--- src/rtl/pipe_ctrl_pkg.sv ---
// Shared constants for the pipeline controller: MIPS exception codes and FSM states.
package pipe_ctrl_pkg;

  localparam logic [7:0] EXC_INT  = 8'h01;
  localparam logic [7:0] EXC_ADEL = 8'h04;
  localparam logic [7:0] EXC_ADES = 8'h05;
  localparam logic [7:0] EXC_SYS  = 8'h08;
  localparam logic [7:0] EXC_BP   = 8'h09;
  localparam logic [7:0] EXC_RI   = 8'h0A;
  localparam logic [7:0] EXC_OV   = 8'h0C;
  localparam logic [7:0] EXC_TR   = 8'h0D;
  localparam logic [7:0] EXC_ERET = 8'h0E;

  typedef enum logic [0:0] {
    RUN        = 1'b0,
    WAIT_REDIR = 1'b1
  } pc_state_e;

endpackage

--- src/rtl/pipe_ctrl_if.sv ---
// Pipeline control bus: stage stall requests and exception info in, hold mask and redirect out.
// The redirect is a valid/ready pair; redirect_valid holds until if_redirect_ready is seen.
interface pipe_ctrl_if #(
  parameter int STAGES = 6,
  parameter int XLEN   = 32
);
  logic [STAGES-1:0] stallreq;
  logic [XLEN-1:0]   excepttype_i;
  logic [XLEN-1:0]   cp0_epc_i;
  logic              if_redirect_ready;
  logic [STAGES-1:0] stall;
  logic              flush;
  logic              redirect_valid;
  logic [XLEN-1:0]   new_pc;
  logic              wdog_timeout;

  modport master (
    output stallreq, excepttype_i, cp0_epc_i, if_redirect_ready,
    input  stall, flush, redirect_valid, new_pc, wdog_timeout
  );

  modport slave (
    input  stallreq, excepttype_i, cp0_epc_i, if_redirect_ready,
    output stall, flush, redirect_valid, new_pc, wdog_timeout
  );
endinterface

--- src/rtl/pipe_ctrl_wdog.sv ---
// Stall watchdog: saturating count of consecutive stalled cycles with a sticky timeout flag.
// Flag is registered: it rises on the edge that ends the LIMIT-th consecutive stall cycle.
module pipe_ctrl_wdog #(
  parameter int               W     = 16,
  parameter logic [W-1:0]     LIMIT = '1
) (
  input  logic clk,
  input  logic rst,
  input  logic stall_any_i,
  output logic timeout_o
);

  logic [W-1:0] cnt_q, cnt_d;
  logic         flag_q, flag_d;

  always_comb begin
    cnt_d = '0;
    if (stall_any_i) begin
      cnt_d = (cnt_q == LIMIT) ? cnt_q : cnt_q + W'(1);
    end
    flag_d = flag_q | (cnt_d == LIMIT);
  end

  always_ff @(posedge clk) begin
    if (rst) begin
      cnt_q  <= '0;
      flag_q <= 1'b0;
    end else begin
      cnt_q  <= cnt_d;
      flag_q <= flag_d;
    end
  end

  assign timeout_o = flag_q;

endmodule

--- src/rtl/pipe_ctrl.sv ---
// Pipeline stall/flush/redirect controller; stall, flush and first redirect cycle are same-cycle combinational.
// Redirect holds (pipeline fully stalled) until fetch is ready; watchdog only with PIPE_CTRL_WDOG_EN defined.
module pipe_ctrl
  import pipe_ctrl_pkg::*;
#(
  parameter int                STAGES     = 6,
  parameter int                XLEN       = 32,
  parameter logic [XLEN-1:0]   EXC_VECTOR = XLEN'(32'hBFC00380),
  parameter int                WDOG_W     = 16,
  parameter logic [WDOG_W-1:0] WDOG_LIMIT = WDOG_W'(16'hFFFF)
) (
  input  logic        clk,
  input  logic        rst,
  pipe_ctrl_if.slave  bus
);

  pc_state_e         state_q;
  logic [XLEN-1:0]   target_q;
  logic [XLEN-1:0]   target_d;
  logic              exc_vld;
  logic [STAGES-1:0] stall_mask;
  logic [STAGES-1:0] stall_c;
  logic              flush_c;
  logic              rv_c;
  logic [XLEN-1:0]   pc_c;

  assign exc_vld = (bus.excepttype_i != '0);

  always_comb begin
    target_d = EXC_VECTOR;
    case (bus.excepttype_i)
      XLEN'(EXC_ERET): target_d = bus.cp0_epc_i;
      XLEN'(EXC_INT), XLEN'(EXC_ADEL), XLEN'(EXC_ADES), XLEN'(EXC_SYS),
      XLEN'(EXC_BP), XLEN'(EXC_RI), XLEN'(EXC_OV), XLEN'(EXC_TR):
                       target_d = EXC_VECTOR;
      default:         target_d = EXC_VECTOR;
    endcase
  end

  // Prefix mask: once the highest requesting middle stage is found, it and everything below hold.
  always_comb begin
    logic seen;
    seen       = 1'b0;
    stall_mask = '0;
    for (int k = STAGES - 1; k >= 0; k--) begin
      if (k >= 1 && k <= STAGES - 2 && bus.stallreq[k]) seen = 1'b1;
      stall_mask[k] = seen;
    end
  end

  always_comb begin
    stall_c = '0;
    flush_c = 1'b0;
    rv_c    = 1'b0;
    pc_c    = '0;
    if (!rst) begin
      if (exc_vld) begin
        flush_c = 1'b1;
        rv_c    = 1'b1;
        pc_c    = target_d;
      end else if (state_q == WAIT_REDIR) begin
        rv_c    = 1'b1;
        pc_c    = target_q;
        stall_c = '1;
      end else begin
        stall_c = stall_mask;
      end
    end
  end

  always_ff @(posedge clk) begin
    if (rst) begin
      state_q  <= RUN;
      target_q <= '0;
    end else begin
      case (state_q)
        RUN, WAIT_REDIR: begin
          if (exc_vld) begin
            target_q <= target_d;
            state_q  <= bus.if_redirect_ready ? RUN : WAIT_REDIR;
          end else if (state_q == WAIT_REDIR && bus.if_redirect_ready) begin
            state_q  <= RUN;
          end
        end
        default: state_q <= RUN;
      endcase
    end
  end

  assign bus.stall          = stall_c;
  assign bus.flush          = flush_c;
  assign bus.redirect_valid = rv_c;
  assign bus.new_pc         = pc_c;

`ifdef PIPE_CTRL_WDOG_EN
  pipe_ctrl_wdog #(
    .W     (WDOG_W),
    .LIMIT (WDOG_LIMIT)
  ) u_wdog (
    .clk         (clk),
    .rst         (rst),
    .stall_any_i (|stall_c),
    .timeout_o   (bus.wdog_timeout)
  );
`else
  logic unused_cfg;
  assign unused_cfg       = ^{WDOG_LIMIT, WDOG_W};
  assign bus.wdog_timeout = 1'b0;
`endif

endmodule

--- src/flat_wrapper.sv ---
// flat-port wrapper written by rule: the top's interface ports become plain ports
module pipe_ctrl_flat import pipe_ctrl_pkg::*;
#(
  parameter int                STAGES     = 6,
  parameter int                XLEN       = 32,
  parameter logic [XLEN-1:0]   EXC_VECTOR = XLEN'(32'hBFC00380),
  parameter int                WDOG_W     = 16,
  parameter logic [WDOG_W-1:0] WDOG_LIMIT = WDOG_W'(16'hFFFF)
)
  (clk, rst, bus_stallreq, bus_excepttype_i, bus_cp0_epc_i, bus_if_redirect_ready, bus_stall, bus_flush, bus_redirect_valid, bus_new_pc, bus_wdog_timeout);
  pipe_ctrl_if #(.STAGES(STAGES), .XLEN(XLEN)) bus_i ();
  input  logic clk;
  input  logic rst;
  input wire logic [$bits(bus_i.stallreq)-1:0] bus_stallreq;
  input wire logic [$bits(bus_i.excepttype_i)-1:0] bus_excepttype_i;
  input wire logic [$bits(bus_i.cp0_epc_i)-1:0] bus_cp0_epc_i;
  input wire logic [$bits(bus_i.if_redirect_ready)-1:0] bus_if_redirect_ready;
  output wire logic [$bits(bus_i.stall)-1:0] bus_stall;
  output wire logic [$bits(bus_i.flush)-1:0] bus_flush;
  output wire logic [$bits(bus_i.redirect_valid)-1:0] bus_redirect_valid;
  output wire logic [$bits(bus_i.new_pc)-1:0] bus_new_pc;
  output wire logic [$bits(bus_i.wdog_timeout)-1:0] bus_wdog_timeout;
  assign bus_i.stallreq = bus_stallreq;
  assign bus_i.excepttype_i = bus_excepttype_i;
  assign bus_i.cp0_epc_i = bus_cp0_epc_i;
  assign bus_i.if_redirect_ready = bus_if_redirect_ready;
  assign bus_stall = bus_i.stall;
  assign bus_flush = bus_i.flush;
  assign bus_redirect_valid = bus_i.redirect_valid;
  assign bus_new_pc = bus_i.new_pc;
  assign bus_wdog_timeout = bus_i.wdog_timeout;
  pipe_ctrl #(.STAGES(STAGES), .XLEN(XLEN), .EXC_VECTOR(EXC_VECTOR), .WDOG_W(WDOG_W), .WDOG_LIMIT(WDOG_LIMIT)) u_core (.clk(clk), .rst(rst), .bus(bus_i));
endmodule
--- config.mk ---
export PLATFORM = sky130hd
export DESIGN_NAME = pipe_ctrl_flat
export DESIGN_NICKNAME = d
export VERILOG_FILES = /design/src/rtl/pipe_ctrl_pkg.sv /design/src/rtl/pipe_ctrl_if.sv /design/src/rtl/pipe_ctrl_wdog.sv /design/src/rtl/pipe_ctrl.sv /design/src/flat_wrapper.sv
export SDC_FILE = /design/constraint.sdc
export NUM_CORES = 1
export LEC_CHECK = 0
export ABC_AREA = 1
export BUFFER_PORTS_ARGS = -buffer_cell sky130_fd_sc_hd__buf_4
export CAP_MARGIN = 5
export CELL_PAD_IN_SITES_DETAIL_PLACEMENT = 1
export CELL_PAD_IN_SITES_GLOBAL_PLACEMENT = 2
export CORE_ASPECT_RATIO = 1.4
export CORE_MARGIN = 5
export CORE_UTILIZATION = 21
export DETAILED_ROUTE_END_ITERATION = 16
export GPL_TIMING_DRIVEN = 0
export PLACE_DENSITY = 0.82
export SYNTH_ARGS = -nofsm -noshare
export SYNTH_HDL_FRONTEND = slang
export SYNTH_SLANG_ARGS = --single-unit
--- constraint.sdc ---
create_clock -name clk -period 1.6 [get_ports clk]
set_input_delay 0.24 -clock clk [delete_from_list [all_inputs] [get_ports clk]]
set_output_delay 0.24 -clock clk [all_outputs]
set_load 0.005 [all_outputs]
==> flow_summary_export.csv <==
group,metric,value,unit
outcome,status,"complete, but fails checks",
outcome,violations,"setup timing",
sta,clock.fmax,540,MHz
clocking,root_buffer,"clkbuf_16",
pwr,p_total,0.00238,W
drt,met2_length,5130,microns
synth,syn_area,1970,sq um
drt,top_layer_used,"met4",
setup_path,crit_chain,"buf_4 > nor2_4 > nand2_4 > buf_6 > nor2_4 > nand2_2 > nor2_4 > buf_12 > buf_8 > inv_6 > o21ai_4 > nand2_2 > buf_6",
finish,final_common_cell,"buf_4",
setup_path,worstPathArrival,1.61,ns
global_route,grt_start_max_net_pins,11,
setup_path,cp-end-kind,"output pin",
drt,drt-total-wl,9100,microns
sta,clock_skew,0,ns
drt,vias,2666,
finish,fillCellCount,1129,
synth,synth_nets,388,
sta,fin_crit_sh,116,%
floorplanning,rows,42,
clocking,cts.sinks,33,
run,maxCapViolCount,0,
sta,hold_violations,0,
synth,syn-instance-count,315,
setup_path,crit_type,"in -> out",
placed_design,dp_slack,-0.385,ns
sta,post-route-min-period,1.85,ns
sta,slew_headroom,47.3,%
drt,detail_route.vias_per_cell,4.64,
drt,wire_per_inst,15.9,microns
sta,setup_slack,-0.252,ns
synth,yosys_warnings,0,
drt,drtIter0Drc,71,
floorplanning,initial_core_util,21.2,%
pwr,vdd_ir_drop_max,0.374,mV
placed_design,place.gp.congestion,0.753,
synth,synth_cell_type_count,25,
global_route,antenna_found_initial,0,
drt,drc,0,
setup_path,crit_path_max_incr_delay,0.16,ns
floorplanning,dieArea,11500,sq um
finish,fin_cells,574,
setup_path,worstPathMaxFanout,5,
drt,drt_first_pass_iters,4,
floorplanning,die_w,91.9,microns
synth,synth_top_area_cell,"dfxtp_1",
setup_path,cpMaxStageDelayCell,"o21ai_4",
synth,seq_area_frac_synth,33.5,%
synth,synth-seq-cells,33,
clocking,cts_tree,"yes",
placed_design,hpwl,6070,microns
clocking,cts_buffers,5,
sta,tns,-5.61,ns
sta,setup_violations,39,
synth,synth_area_leaders,"dfxtp_1 (33%), nand2_1 (20%), nand3_1 (10%)",
finish,fin_nets,536,
floorplanning,die-height,125,microns
clocking,worstSkewPairLatency,0.27,ns
drt,met3_length,501,microns
placed_design,dp.cells,534,
setup_path,startpoint_type,"input port",
setup_path,crit_top_cell,"nor2_4",
drt,met1_length,3310,microns
sta,worst_slew_pin_slew,0.790,ns
synth,yosysTopAreaCellShare,33.5,%
placed_design,io_buffers,109,
pwr,power_density,560,nW/um^2
clocking,clk_pin_slew,0.05,ns
drt,antenna_left,0,
floorplanning,pin_count,114,
finish,diodes,0,
hold_path,hp-class,"in -> reg",
finish,areaGrowthSynthToFinish,116,%
finish,drive_above_1_share,64.0,%
pwr,p_leak,1.98,nW
floorplanning,core_region_area,9300,sq um
global_route,grt_use_total,14.9,%
sta,maxSlewViolCount,0,
global_route,overflow,0,
sta,rsz0062_at_grt,"yes",
synth,syn_avg_cell_area,6.26,sq um
setup_path,crit_required,1.36,ns
clocking,clockBufferDepth,2,
clocking,htree_levels,2,
finish,most-common-layout-cells,"buf_4 (97), nand2_1 (65), buf_6 (40)",
global_route,grt_pass1_vias,2867,
global_route,grt_first_pass_wirelength,14000,microns
-- through the flow --
| stage | hold WS, ns | area (sq um) | utilization, % |
|---|---|---|---|
| finish | 0.109 | 4250 | 45.7 |
| global route | 0.108 | 4250 | 45.7 |
| CTS | 0.105 | 3800 | 40.8 |
| detailed placement | 0.401 | 2930 | 31.5 |
| global placement | 0.397 | 2930 | 31.5 |
| floorplan | 0.309 | 1970 | - |
-- timing repair --
item / 4_1_cts / 5_1_grt
gates cloned: 5 / 3
pin swaps: 47 / 45
gates resized for setup: 126 / 106
setup endpoints to repair: 40 / 40
hold buffers: 0 / 0
buffers inserted: 16 / 15
-- critical path: cells and delay by family --
| kind | cells | cell delay, ns |
|---|---|---|
| simple gates | 6 | 0.53 |
| buf+inv | 6 | 0.68 |
| compound gates | 1 | 0.16 |
-- metal layers --
metal  vias to the layer above  global-route usage, %
met5                         -                      0
met4                         0                   3.94
met3                        16                   3.93
met2                        64                   28.4
met1                      1282                   15.8
li1                       1304                      -
-- report_power, final --
group	internal, W	switching [W]	leakage [nW]
Clock	0.000778	0.000357	0.0841
Sequential	0.000840	0.0000150	0.271
Combinational	0.000204	0.000187	1.63
Total	0.00182	0.000559	1.98
-- cell usage after synthesis, drive strengths merged --
cell	number
nand2	106
nand3	47
a21oi	36
dfxtp	33
nor2	30
inv	28
buf	10
clkbuf	9
o21ai	9
clkinv	2
nand4	2
a31oi	1
conb	1
nor3	1
-- worst paths after layout --
kind | from | endpoint | slack [ns] | cells past startpoint
max | bus_excepttype_i[7] | bus_new_pc[29] | -0.25 | 13
min | bus_if_redirect_ready | u_core.state_q$_SDFFE_PP0P_ | 0.11 | 2
max reg2reg | u_core.state_q$_SDFFE_PP0P_ | u_core.state_q$_SDFFE_PP0P_ | 0.80 | 2
min reg2reg | u_core.target_q[27]$_SDFFE_PP0P_ | u_core.target_q[27]$_SDFFE_PP0P_ | 0.45 | 2
-- sequential cells by signal (all words and copies together) (netlist names) --
register	cells
u_core.target_q	32
u_core.state_q	1
-- logic make-up (layout without fill, tap and decap cells) --
family / Yosys count / after routing / share of synthesized area, %
AO/OA/AOI/OAI: 46 / 46 / 11.7
buffers and inverters: 49 / 196 / 11.4
flip-flops: 33 / 33 / 33.5
other: 1 / 1 / 0.190
AND/OR/NAND/NOR: 186 / 188 / 43.2
-- final cells by class --
cell class                 count  area, sq um  share of cell area (%)
inverter                      30          121                    2.85
buffer                        16          130                    3.06
timing repair buffer         141         1290                    30.3
multi-input combinational    235         1730                    40.8
clock buffer                   7          143                    3.35
sequential                    33          662                    15.6
tap                          110          138                    3.24
clock inverter                 1         30.0                   0.706
timing repair inverter         1         7.51                   0.177
Power figures use the tool's default switching activity.
